<file path="src/rtl/studio2_pkg.sv">
// Shared constants, scan-code tables and key lookup type for the Studio II keypad model.
// Pad 1 and pad 2 each have ten keys; key k of a pad is the k-th entry of its scan-code table.
package studio2_pkg;

    localparam int KEYPAD_KEYS = 10;
    localparam int TOTAL_KEYS  = 2 * KEYPAD_KEYS;

    localparam logic [3:0] KEY_SEL_NONE = 4'hF;
    localparam logic [2:0] OUT_N_KEYSEL = 3'd2;

    localparam logic [7:0] PAD1_CODES [KEYPAD_KEYS] = '{
        8'h45, 8'h16, 8'h1E, 8'h26, 8'h25, 8'h2E, 8'h36, 8'h3D, 8'h3E, 8'h46
    };

    localparam logic [7:0] PAD2_CODES [KEYPAD_KEYS] = '{
        8'h70, 8'h69, 8'h72, 8'h7A, 8'h6B, 8'h73, 8'h74, 8'h6C, 8'h75, 8'h7D
    };

    typedef struct packed {
        logic       valid;
        logic       pad;
        logic [3:0] idx;
    } key_lookup_t;

    // One-hot mask of the key addressed by the select latch; 10..15 select nothing.
    function automatic logic [KEYPAD_KEYS-1:0] key_sel_mask(input logic [3:0] sel);
        logic [KEYPAD_KEYS-1:0] mask;
        mask = '0;
        for (int i = 0; i < KEYPAD_KEYS; i++) begin
            if (sel == 4'(i)) begin
                mask[i] = 1'b1;
            end
        end
        return mask;
    endfunction

endpackage

</file>
<file path="src/rtl/studio2_keypad_if.sv">
// Keypad-side signal bundle: PS/2 event word and CPU OUT bus in, EF flags and key state out.
// master drives the PS/2/CPU side; slave is the keypad block.
interface studio2_keypad_if;
    import studio2_pkg::*;

    logic [10:0]            ps2_key;
    logic                   io_out;
    logic [2:0]             io_n;
    logic [7:0]             io_dout;
    logic                   ef3_n;
    logic                   ef4_n;
    logic [3:0]             key_sel;
    logic [KEYPAD_KEYS-1:0] keys1;
    logic [KEYPAD_KEYS-1:0] keys2;

    modport master (
        output ps2_key, io_out, io_n, io_dout,
        input  ef3_n, ef4_n, key_sel, keys1, keys2
    );

    modport slave (
        input  ps2_key, io_out, io_n, io_dout,
        output ef3_n, ef4_n, key_sel, keys1, keys2
    );

endinterface

</file>
<file path="src/rtl/studio2_ps2_keymap.sv">
// Combinational PS/2 set-2 scan code to keypad key translation.
// Extended codes never map, so E0-prefixed keys sharing a base code are ignored.
module studio2_ps2_keymap
    import studio2_pkg::*;
(
    input  logic [7:0]  scan_code,
    input  logic        extended,
    output key_lookup_t lookup
);

    logic [KEYPAD_KEYS-1:0] hit1;
    logic [KEYPAD_KEYS-1:0] hit2;

    generate
        for (genvar gi = 0; gi < KEYPAD_KEYS; gi++) begin : g_cmp
            assign hit1[gi] = (scan_code == PAD1_CODES[gi]);
            assign hit2[gi] = (scan_code == PAD2_CODES[gi]);
        end
    endgenerate

    // Table entries are unique, so at most one hit bit is ever set.
    always_comb begin
        lookup = '0;
        if (!extended) begin
            for (int i = 0; i < KEYPAD_KEYS; i++) begin
                if (hit1[i]) begin
                    lookup.valid = 1'b1;
                    lookup.pad   = 1'b0;
                    lookup.idx   = 4'(i);
                end
                if (hit2[i]) begin
                    lookup.valid = 1'b1;
                    lookup.pad   = 1'b1;
                    lookup.idx   = 4'(i);
                end
            end
        end
    end

endmodule

</file>
<file path="src/rtl/studio2_keypad.sv">
// RCA Studio II twin keypads: PS/2 make/break tracking with a minimum-press stretch,
// the OUT 2 key-select latch and the active-low EF3/EF4 flags seen by the CDP1802.
module studio2_keypad
    import studio2_pkg::*;
#(
    parameter int                   STRETCH_W = 16,
    parameter logic [STRETCH_W-1:0] STRETCH   = STRETCH_W'(40000)
) (
    input  logic             clk_sys,
    input  logic             reset,
    studio2_keypad_if.slave  kp
);

    logic                   toggle_reg;
    logic                   primed_reg;
    logic                   ps2_event;
    key_lookup_t            lookup;
    logic [TOTAL_KEYS-1:0]  key_bits;
    logic [3:0]             key_sel_reg;
    logic [KEYPAD_KEYS-1:0] sel_mask;
    logic                   ef3_n_reg;
    logic                   ef4_n_reg;
    logic                   latch_wr;
    logic                   unused_dout_hi;

    // The first clock after reset only learns the toggle level, so a stale toggle is not an event.
    always_ff @(posedge clk_sys or posedge reset) begin
        if (reset) begin
            toggle_reg <= 1'b0;
            primed_reg <= 1'b0;
        end else begin
            toggle_reg <= kp.ps2_key[10];
            primed_reg <= 1'b1;
        end
    end

    assign ps2_event = primed_reg && (kp.ps2_key[10] != toggle_reg);

    studio2_ps2_keymap u_keymap (
        .scan_code (kp.ps2_key[7:0]),
        .extended  (kp.ps2_key[8]),
        .lookup    (lookup)
    );

    // Slice gi: pad 1 keys 0..9 occupy gi 0..9, pad 2 keys occupy gi 10..19.
    generate
        for (genvar gi = 0; gi < TOTAL_KEYS; gi++) begin : g_key
            localparam logic       PAD = (gi >= KEYPAD_KEYS);
            localparam logic [3:0] IDX = 4'(gi % KEYPAD_KEYS);

            logic                 hit;
            logic                 make_ev;
            logic                 break_ev;
            logic [STRETCH_W-1:0] cnt_reg;
            logic                 pend_reg;
            logic                 bit_reg;

            assign hit      = ps2_event && lookup.valid && (lookup.pad == PAD) && (lookup.idx == IDX);
            assign make_ev  = hit && kp.ps2_key[9];
            assign break_ev = hit && !kp.ps2_key[9];

            // A make outranks a same-cycle expiry; a break during the stretch is deferred.
            always_ff @(posedge clk_sys or posedge reset) begin
                if (reset) begin
                    cnt_reg  <= '0;
                    pend_reg <= 1'b0;
                    bit_reg  <= 1'b0;
                end else if (make_ev) begin
                    cnt_reg  <= STRETCH;
                    pend_reg <= 1'b0;
                    bit_reg  <= 1'b1;
                end else begin
                    if (cnt_reg != '0) begin
                        cnt_reg <= cnt_reg - STRETCH_W'(1);
                    end
                    if (break_ev) begin
                        if (cnt_reg == '0) begin
                            bit_reg  <= 1'b0;
                            pend_reg <= 1'b0;
                        end else begin
                            pend_reg <= 1'b1;
                        end
                    end else if (pend_reg && (cnt_reg == '0)) begin
                        bit_reg  <= 1'b0;
                        pend_reg <= 1'b0;
                    end
                end
            end

            assign key_bits[gi] = bit_reg;
        end
    endgenerate

    assign latch_wr = kp.io_out && (kp.io_n == OUT_N_KEYSEL);

    always_ff @(posedge clk_sys or posedge reset) begin
        if (reset) begin
            key_sel_reg <= KEY_SEL_NONE;
        end else if (latch_wr) begin
            key_sel_reg <= kp.io_dout[3:0];
        end
    end

    assign sel_mask = key_sel_mask(key_sel_reg);

    // Flags lag the key bitmap and select latch by one clock.
    always_ff @(posedge clk_sys or posedge reset) begin
        if (reset) begin
            ef3_n_reg <= 1'b1;
            ef4_n_reg <= 1'b1;
        end else begin
            ef3_n_reg <= ~|(key_bits[KEYPAD_KEYS-1:0] & sel_mask);
            ef4_n_reg <= ~|(key_bits[TOTAL_KEYS-1:KEYPAD_KEYS] & sel_mask);
        end
    end

    assign unused_dout_hi = ^kp.io_dout[7:4];

    assign kp.ef3_n   = ef3_n_reg;
    assign kp.ef4_n   = ef4_n_reg;
    assign kp.key_sel = key_sel_reg;
    assign kp.keys1   = key_bits[KEYPAD_KEYS-1:0];
    assign kp.keys2   = key_bits[TOTAL_KEYS-1:KEYPAD_KEYS];

endmodule

</file>
<file path="src/flat_wrapper.sv">
// flat-port wrapper written by rule: the top's interface ports become plain ports
module studio2_keypad_flat import studio2_pkg::*;
#(
    parameter int                   STRETCH_W = 16,
    parameter logic [STRETCH_W-1:0] STRETCH   = STRETCH_W'(40000)
)
  (clk_sys, reset, kp_ps2_key, kp_io_out, kp_io_n, kp_io_dout, kp_ef3_n, kp_ef4_n, kp_key_sel, kp_keys1, kp_keys2);
  studio2_keypad_if kp_i ();
  input  logic clk_sys;
  input  logic reset;
  input wire logic [$bits(kp_i.ps2_key)-1:0] kp_ps2_key;
  input wire logic [$bits(kp_i.io_out)-1:0] kp_io_out;
  input wire logic [$bits(kp_i.io_n)-1:0] kp_io_n;
  input wire logic [$bits(kp_i.io_dout)-1:0] kp_io_dout;
  output wire logic [$bits(kp_i.ef3_n)-1:0] kp_ef3_n;
  output wire logic [$bits(kp_i.ef4_n)-1:0] kp_ef4_n;
  output wire logic [$bits(kp_i.key_sel)-1:0] kp_key_sel;
  output wire logic [$bits(kp_i.keys1)-1:0] kp_keys1;
  output wire logic [$bits(kp_i.keys2)-1:0] kp_keys2;
  assign kp_i.ps2_key = kp_ps2_key;
  assign kp_i.io_out = kp_io_out;
  assign kp_i.io_n = kp_io_n;
  assign kp_i.io_dout = kp_io_dout;
  assign kp_ef3_n = kp_i.ef3_n;
  assign kp_ef4_n = kp_i.ef4_n;
  assign kp_key_sel = kp_i.key_sel;
  assign kp_keys1 = kp_i.keys1;
  assign kp_keys2 = kp_i.keys2;
  studio2_keypad #(.STRETCH_W(STRETCH_W), .STRETCH(STRETCH)) u_core (.clk_sys(clk_sys), .reset(reset), .kp(kp_i));
endmodule
</file>
<file path="config.mk">
export PLATFORM = sky130hd
export DESIGN_NAME = studio2_keypad_flat
export DESIGN_NICKNAME = d
export VERILOG_FILES = /design/src/rtl/studio2_pkg.sv /design/src/rtl/studio2_keypad_if.sv /design/src/rtl/studio2_ps2_keymap.sv /design/src/rtl/studio2_keypad.sv /design/src/flat_wrapper.sv
export SDC_FILE = /design/constraint.sdc
export NUM_CORES = 1
export LEC_CHECK = 0
export ABC_CLOCK_PERIOD_IN_PS = 12700
export CELL_PAD_IN_SITES_DETAIL_PLACEMENT = 2
export CELL_PAD_IN_SITES_GLOBAL_PLACEMENT = 2
export CORE_AREA = 2 2 249 251
export DETAILED_ROUTE_END_ITERATION = 12
export DIE_AREA = 0 0 251 253
export PLACE_DENSITY = 0.79
export SKIP_CTS_REPAIR_TIMING = 1
export SYNTH_ARGS = -nofsm -noshare
export SYNTH_HDL_FRONTEND = slang
export SYNTH_HIERARCHICAL = 1
export SYNTH_SLANG_ARGS = --single-unit
</file>
<file path="constraint.sdc">
create_clock -name clk_sys -period 12.7 [get_ports clk_sys]
set_clock_uncertainty 0.15 [all_clocks]
set_input_delay 1.27 -clock clk_sys [delete_from_list [all_inputs] [get_ports clk_sys]]
set_output_delay 1.27 -clock clk_sys [all_outputs]
set_load 0.02 [all_outputs]
</file>
==> flow_summary.json, run 1 <==
{
  "status": "finished, final reports clean",
  "critical-path-max-stage-delay_ns": 0.92,
  "worstSetupStartpointType": "input pin",
  "drive_gt1_share_pct": 7.452,
  "critPathSlowestCell": "nor4bb_1",
  "yosysWarnings": 6,
  "die_w_um": 251,
  "max_slew_margin_pct": 21.09,
  "cts_sinks": 368,
  "final_cells": 3098,
  "grt_pass1_vias": 20570,
  "via_count": 18590,
  "dp_cells": 3012,
  "hold_path.class": "reg2reg",
  "area_delta_synth_final_pct": 12.62,
  "clock_path_buffers": 3,
  "antenna_found_initial": 1,
  "period_minus_slack_ns": 5.391,
  "postRouteAntennaNets": 0,
  "grt_overflow": 0,
  "syn_avg_cell_area_um2": 9.245,
  "drt-pass1-iter-count": 4,
  "num-fill-cells": 6585,
  "cap_viol_max_count": 0,
  "synth.distinct_cells": 82,
  "placementRows": 91,
  "port-buffer-count": 46,
  "io_pins": 51,
  "h-tree-depth": 2,
  "dieHeight_um": 253,
  "fmax_ghz": 0.1855,
  "track_usage_pct": 20.67,
  "ys_seq_elements": 368,
  "grt_start_max_net_pins": 94,
  "synth.most_common_cell": "dfrtp_1",
  "synthCells": 2279,
  "ys_async_sr_fraction_pct": 100.0,
  "clk_latency_ns": 0.58,
  "max-vdd-ir-drop_mv": 0.09116,
  "ys_seq_area_share_pct": 43.74,
  "coreArea_um2": 61030,
  "wl_um": 65060,
  "synthTopCellsByArea": "dfrtp_1, mux2i_1, nand2_1",
  "drtIter0Drc": 909,
  "synth_edf_count": 0,
  "drv_slew": 0,
  "cts_tree": "built",
  "end_kind": "flop",
  "cp.required_ns": 13.05,
  "synth_flop_cell": "dfrtp_1",
  "clk_pin_slew_ns": 0.06,
  "diodes": 0,
  "routabilityCongestion": 0.8026,
  "yosys.area.top_type_share_pct": 43.00,
  "start_util_pct": 34.52,
  "final-seq-area_um2": 9216,
  "p_per_area_nw_per_um2": 126.5,
  "fin_tns_setup_ns": 0,
  "hold_viol": 0,
  "setup_viol": 0,
  "post-route-drc-count": 0,
  "mappedNetlistNets": 2324,
  "synth_commonest_cells": "dfrtp_1, nand2_1, a21oi_1",
  "syn_area_um2": 21070,
  "fin_crit_sh_pct": 42.45,
  "arrival_ns": 5.74,
  "hpwl_um": 44400,
  "final_nets": 2315,
  "die_area_um2": 63500,
  "worst_pin_slew_ns": 1.173,
  "root_buffer": "clkbuf_16",
  "largest_reg_flops": 320,
  "rsz0062_at_grt": "no",
  "yosys.area.top_type": "dfrtp_1",
  "p_leak_nw": 9.003,
  "timing_worst_setup_path_type": "in2reg",
  "numCtsBuffers": 46,
  "multi_input_area_um2": 11050,
  "wire_per_inst_um": 21.00,
  "cp_max_fo": 20,
  "vias_per_cell": 5.999,
  "grt_pass1_wl_um": 108900,
  "cp_cell_sequence": "clkdlybuf4s50_1, or3b_1, a2111oi_0, nor2_1, a31oi_1, buf_4, nor4bb_1, nand3_1, and2_1, mux2i_1"
}
routing by layer:
metal / track usage, % / up-vias / routed length [um]
met5: 0 / - / 0
met4: 6.259 / 0 / 1540
met3: 2.745 / 94 / 1829
met2: 37.09 / 207 / 33000
met1: 25.80 / 9625 / 28690
li1: - / 8659 / -
area by class of cell:
cell class | instances | area share (%)
tap | 790 | 4.166
sequential | 368 | 38.84
inverter | 63 | 1.028
multi-input combinational | 1719 | 46.57
timing repair buffer | 72 | 2.763
clock buffer | 70 | 5.922
clock inverter | 16 | 0.7119
per-stage QoR:
step	hold WS [ns]	worst slack (ns)	util, %	cell area [um^2]	power [mW]
floorplan	0.3072	1.073	-	21070	1.546
global placement	0.3296	6.983	36.30	22150	1.627
detailed placement	0.3352	6.763	36.30	22150	1.661
CTS	0.3563	7.311	38.88	23730	3.048
global route	0.3842	6.986	38.88	23730	3.140
finish	0.3615	7.309	38.88	23730	3.001
placed cells by master (no fill, tap or decap), types with 9 or more instances in the layout:
master / netlist / routed
clkbuf_8: 0 / 10
or4_1: 85 / 85
o31ai_1: 63 / 63
or3_1: 51 / 51
nand3b_1: 17 / 17
inv_1: 63 / 62
a211oi_1: 44 / 44
a2111o_1: 12 / 12
clkbuf_1: 85 / 11
nor4_1: 80 / 79
a211o_1: 29 / 29
o41ai_1: 15 / 15
o21ai_0: 93 / 93
nand2b_1: 99 / 99
nand2_1: 195 / 195
a2111oi_0: 21 / 21
xnor2_1: 10 / 10
and2_1: 13 / 13
mux2i_1: 95 / 95
nand4_1: 37 / 37
nor4_2: 10 / 11
a31oi_1: 28 / 28
a21oi_1: 132 / 132
and3_1: 40 / 40
and4_1: 11 / 11
nor2b_1: 15 / 15
clkbuf_16: 0 / 49
clkdlybuf4s50_1: 0 / 46
nand4b_1: 12 / 12
o211ai_1: 27 / 27
or2_2: 13 / 13
nor3b_1: 9 / 9
nor3_1: 109 / 109
ha_1: 20 / 20
buf_4: 21 / 26
nor2_1: 109 / 109
dfrtp_1: 362 / 362
nand3_1: 98 / 98
path summary, 6_finish.rpt:
path                                                   from                     endpoint  slack [ns]  cells past startpoint
worst max-delay path                          kp_ps2_key[4]  u_core/g_key[3].cnt_reg[10]        7.31                     10
worst min-delay path            u_core/g_key[12].cnt_reg[6]  u_core/g_key[12].cnt_reg[6]        0.36                      2
worst max register to register  u_core/g_key[14].cnt_reg[0]  u_core/g_key[14].cnt_reg[3]        9.92                      6
worst min register to register  u_core/g_key[12].cnt_reg[6]  u_core/g_key[12].cnt_reg[6]        0.36                      2
max in group asynchronous                             reset  u_core/g_key[0].cnt_reg[11]        9.04                      4
min in group asynchronous                             reset  u_core/g_key[18].cnt_reg[9]        1.05                      2
logic make-up after synthesis:
family / count (synthesis) / synth area share, %
and+or+nand+nor: 1050 / 28.26
AOI/OAI and AO/OA: 529 / 17.26
DFF: 368 / 43.74
buffers and inverters: 192 / 3.931
muxes: 102 / 4.887
adders and majority gates: 20 / 1.188
xor gates and xnor gates: 17 / 0.7067
other: 1 / 0.01780
power breakdown:
group          internal [mW]  total, mW  switching, mW  leakage (nW)
registers               1.26       1.37          0.114          4.13
logic                  0.116      0.275          0.160          4.10
clock network          0.824       1.36          0.533         0.767
total                   2.19       3.00          0.806          9.00
worst max-delay path: cells and delay by family:
| kind | cells | cell delay (ns) |
|---|---|---|
| mux | 1 | 0.13 |
| simple gates | 5 | 2.61 |
| compound gates | 2 | 0.77 |
| buf+inv | 2 | 0.94 |
Power figures use the tool's default switching activity.
==> run 2: changes to the inputs <==
- ABC_CLOCK_PERIOD_IN_PS: 12700 -> 5150
- clock period: 12.7 -> 5.15 ns (I/O delays scaled with it)
==> flow_summary.json, run 2 (synthesis results as in run 1) <==
{
  "diodes": 0,
  "critPathSlowestCell": "nor4b_1",
  "timing_worst_setup_path_type": "in2reg",
  "final_nets": 2323,
  "seqPwrFrac_pct": 45.4,
  "die_w_um": 251,
  "switching_power_mw": 1.995,
  "fmax_ghz": 0.2286,
  "rsz0062_at_grt": "no",
  "hold_viol": 0,
  "p_per_area_nw_per_um2": 313.4,
  "critical-path-max-stage-delay_ns": 0.86,
  "drive_gt1_share_pct": 7.606,
  "hold_path.class": "in2async",
  "hpwl_um": 43780,
  "grt_pass1_wl_um": 108700,
  "die_area_um2": 63500,
  "layout_common_cells": "dfrtp_1, nand2_1, a21oi_1",
  "wire_per_inst_um": 20.92,
  "cp.required_ns": 5.50,
  "post-route-drc-count": 0,
  "cts_tree": "built",
  "placementRows": 91,
  "cp_cell_sequence": "clkdlybuf4s50_1, buf_4, or4b_1, a211oi_1, o21a_1, a211oi_2, buf_4, nor4b_1, nand3_1, and2_0, mux2i_1",
  "max_slew_margin_pct": 19.07,
  "vias_per_cell": 6.036,
  "num-fill-cells": 6612,
  "via_count": 18740,
  "p_int_mw": 5.467,
  "fin_crit_sh_pct": 84.93,
  "drt-pass1-iter-count": 5,
  "h-tree-depth": 2,
  "postRouteAntennaNets": 0,
  "post-route-util_pct": 39.02,
  "clk_latency_ns": 0.59,
  "status": "finished, final reports clean",
  "wl_um": 64930,
  "grt_overflow": 0,
  "numCtsBuffers": 47,
  "io_pins": 51,
  "start_util_pct": 34.52,
  "grt_pass1_vias": 20400,
  "grt_start_max_net_pins": 159,
  "finalPower_mw": 7.462,
  "final_common_cell": "dfrtp_1",
  "p_sw_share_pct": 26.74,
  "cts_sinks": 368,
  "end_kind": "flop",
  "final-seq-area_um2": 9216,
  "max-vdd-ir-drop_mv": 0.1907,
  "cap_viol_max_count": 0,
  "path_common_cell": "buf_4",
  "clock_path_buffers": 3,
  "regToRegSetupSlack_ns": 2.38,
  "period_minus_slack_ns": 4.374,
  "dieHeight_um": 253,
  "worst_pin_slew_ns": 1.205,
  "p_comb_share_pct": 9.1,
  "area_delta_synth_final_pct": 13.01,
  "setup_viol": 0,
  "p_leak_nw": 9.063,
  "routabilityCongestion": 0.7943,
  "arrival_ns": 4.73,
  "coreArea_um2": 61030,
  "cp_max_fo": 16,
  "largest_reg_flops": 320,
  "clockPowerShare_pct": 45.6,
  "port-buffer-count": 46,
  "multi_input_area_um2": 11040,
  "worstSetupStartpointType": "input pin",
  "clk_pin_slew_ns": 0.06,
  "drtIter0Drc": 894,
  "antenna_found_initial": 1,
  "track_usage_pct": 20.60,
  "root_buffer": "clkbuf_16",
  "drv_slew": 0
}
-- run 2: cell count changes in the layout (fill, tap and decap cells not counted), moves of 2 or more --
cell and change:
buf_12 +2, buf_4 +5, clkbuf_8 +4, clkinvlp_4 -3
-- run 2: cell type report --
type                       count  share of cell area (%)
clock buffer                  75                   6.148
clock inverter                10                  0.5255
inverter                      63                   1.009
multi-input combinational   1719                   46.38
sequential                   368                   38.71
tap                          790                   4.151
timing repair buffer          79                   3.079
-- run 2: path summary, 6_finish.rpt --
check,depth (start not counted),end,startpoint
worst max-delay path,11,u_core/g_key[11].cnt_reg[10],kp_ps2_key[3]
min in group clk_sys,2,u_core/g_key[12].cnt_reg[6],u_core/g_key[12].cnt_reg[6]
worst min-delay path,2,u_core/g_key[15].cnt_reg[2],reset
worst min register to register,2,u_core/g_key[12].cnt_reg[6],u_core/g_key[12].cnt_reg[6]
worst max register to register,6,u_core/g_key[13].cnt_reg[7],u_core/g_key[13].cnt_reg[0]
max in group asynchronous,3,u_core/g_key[4].cnt_reg[14],reset
-- run 2: metrics by stage --
| step | area (um^2) | setup WS (ns) | instances | hold slack (ns) | setup TNS (ns) |
|---|---|---|---|---|---|
| CTS | 23810 | 0.7987 | 3104 | 0.1263 | 0 |
| global placement | 22220 | 0.5389 | 3019 | 0.3247 | 0 |
| finish | 23810 | 0.7761 | 3104 | 0.1451 | 0 |
| detailed placement | 22220 | 0.3409 | 3019 | 0.3324 | 0 |
| global route | 23810 | 0.3783 | 3104 | 0.1503 | 0 |
| floorplan | 21070 | -0.4483 | 2279 | 0.3072 | -162.28 |
-- run 2: layer usage --
| metal | wire length [um] | share of wire, % | global-route usage [%] | vias to the layer above |
|---|---|---|---|---|
| li1 | - | - | - | 8670 |
| met1 | 29070 | 45 | 26.26 | 9761 |
| met2 | 32090 | 49 | 35.99 | 216 |
| met3 | 2360 | 3.6 | 3.454 | 88 |
| met4 | 1404 | 2.2 | 5.714 | 0 |
| met5 | 0 | 0 | 0 | - |
-- run 2: critical path: cells and delay by family --
| family | cells | cell delay, ns |
|---|---|---|
| multiplexers | 1 | 0.12 |
| AO/OA/AOI/OAI | 3 | 0.53 |
| buffers and inverters | 3 | 1.03 |
| AND/OR/NAND/NOR | 4 | 2.54 |
-- run 2: power by group through the flow --
stage / Sequential (mW) / Combinational (mW) / Clock, mW
after floorplan: 3.33 / 0.486 / 0
after global placement: 3.39 / 0.618 / 0
after detailed placement: 3.42 / 0.671 / 0
after CTS: 3.38 / 0.687 / 3.51
after global routing: 3.42 / 0.762 / 3.62
final: 3.38 / 0.676 / 3.40
==> run 3: changes to the inputs <==
- ABC_CLOCK_PERIOD_IN_PS: 5150 -> 4100
- clock period: 5.15 -> 4.1 ns (I/O delays scaled with it)
==> flow_summary.json, run 3 (synthesis results as in run 1) <==
{
  "numCtsBuffers": 46,
  "max-vdd-ir-drop_mv": 0.2598,
  "rr_endpoint": "u_core/g_key[14].cnt_reg[3]",
  "fin_tns_setup_ns": 0,
  "worstSetupStartpointType": "input pin",
  "routabilityCongestion": 0.8210,
  "p_leak_nw": 9.263,
  "multi_input_area_um2": 11040,
  "cap_viol_max_count": 0,
  "grt_start_max_net_pins": 118,
  "die_area_um2": 63500,
  "cp.required_ns": 4.40,
  "via_count": 18740,
  "clk_pin_slew_ns": 0.06,
  "final_common_cell": "dfrtp_1",
  "wire_per_inst_um": 21.09,
  "hpwl_um": 45150,
  "final_nets": 2362,
  "dieHeight_um": 253,
  "layout_common_cells": "dfrtp_1, nand2_1, a21oi_1",
  "coreArea_um2": 61030,
  "track_usage_pct": 21.11,
  "rsz0062_at_grt": "no",
  "max_slew_margin_pct": 17.99,
  "post-route-drc-count": 0,
  "clock_path_buffers": 3,
  "start_util_pct": 34.52,
  "io_pins": 51,
  "die_w_um": 251,
  "worstReg2RegStart": "u_core/g_key[14].cnt_reg[0]",
  "setup_ws_ns": 0.4645,
  "timing_worst_setup_path_type": "in2reg",
  "arrival_ns": 3.94,
  "crit_start": "kp_ps2_key[0]",
  "drv_slew": 0,
  "regToRegSetupSlack_ns": 1.37,
  "wl_um": 66270,
  "p_per_area_nw_per_um2": 388.4,
  "cts_sinks": 368,
  "status": "finished, final reports clean",
  "crit_end": "u_core/g_key[19].cnt_reg[9]",
  "drive_gt1_share_pct": 9.358,
  "port-buffer-count": 46,
  "hold_viol": 0,
  "largest_reg_flops": 320,
  "clk_latency_ns": 0.58,
  "setup_viol": 0,
  "grt_pass1_wl_um": 111400,
  "placementRows": 91,
  "drtIter0Drc": 868,
  "worst_pin_slew_ns": 1.219,
  "finalPower_mw": 9.386,
  "timing.hold.ws_ns": 0.0009851,
  "r2r_cells": 6,
  "root_buffer": "clkbuf_16",
  "area_delta_synth_final_pct": 14.70,
  "final-seq-area_um2": 9216,
  "drt-pass1-iter-count": 5,
  "period_minus_slack_ns": 3.636,
  "antenna_found_initial": 0,
  "grt_overflow": 0,
  "vias_per_cell": 5.963,
  "grt_pass1_vias": 20990,
  "cp_max_fo": 14,
  "dp_slack_ns": -0.007111,
  "cts_tree": "built",
  "hold_path.class": "in2async",
  "num-fill-cells": 6637,
  "postRouteAntennaNets": 0,
  "h-tree-depth": 2,
  "fmax_ghz": 0.2751,
  "end_kind": "flop",
  "fin_crit_sh_pct": 88.67
}
run 3: cell type report:
class / instances / share of cell area [%]
Antenna cell: 1 / 0.01035
Sequential cell: 368 / 38.14
Clock buffer: 63 / 5.571
Multi-Input combinational cell: 1719 / 45.70
Timing Repair Buffer: 119 / 4.535
Tap cell: 790 / 4.090
Clock inverter: 19 / 0.9682
Inverter: 63 / 0.9940
run 3: power breakdown:
part	switching (mW)	total, mW	internal, mW
Sequential	0.361	4.25	3.89
Combinational	0.480	0.850	0.370
Clock	1.68	4.29	2.60
run 3: worst max-delay path: stages:
cell and delay [ns]:
clkdlybuf4s50_1 0.65, nand2b_1 0.42, a2111oi_0 0.77, nor2_1 0.12, a31oi_1 0.18, buf_4 0.20
nor4bb_1 0.27, buf_4 0.23, and3_1 0.44, or4_1 0.19, nand2_1 0.05
run 3: how the worst min path moves through the flow:
stage,endpoint,start
2_1_floorplan,u_core/toggle_reg,kp_ps2_key[10]
3_3_place_gp,u_core/g_key[12].cnt_reg[6],u_core/g_key[12].cnt_reg[6]
3_5_place_dp,u_core/g_key[12].cnt_reg[6],u_core/g_key[12].cnt_reg[6]
4_1_cts,u_core/g_key[17].cnt_reg[14],reset
5_1_grt,u_core/g_key[17].cnt_reg[14],reset
6_report,u_core/g_key[17].cnt_reg[15],reset
run 3: per-layer routing:
layer  part of all wire (%)  up-vias  global-route usage, %
li1                       -     8740                      -
met2                     51      157                  38.60
met5                      0        -                      0
met1                     45     9762                  26.56
met4                    1.8        0                  5.136
met3                    2.1       76                  2.282
run 3: stage by stage:
step                utilization (%)  instance area (um^2)  instances
floorplan                         -                 21070       2279
global placement              37.01                 22580       3059
detailed placement            37.01                 22580       3059
CTS                           39.60                 24160       3141
global route                  39.60                 24160       3141
finish                        39.60                 24170       3142
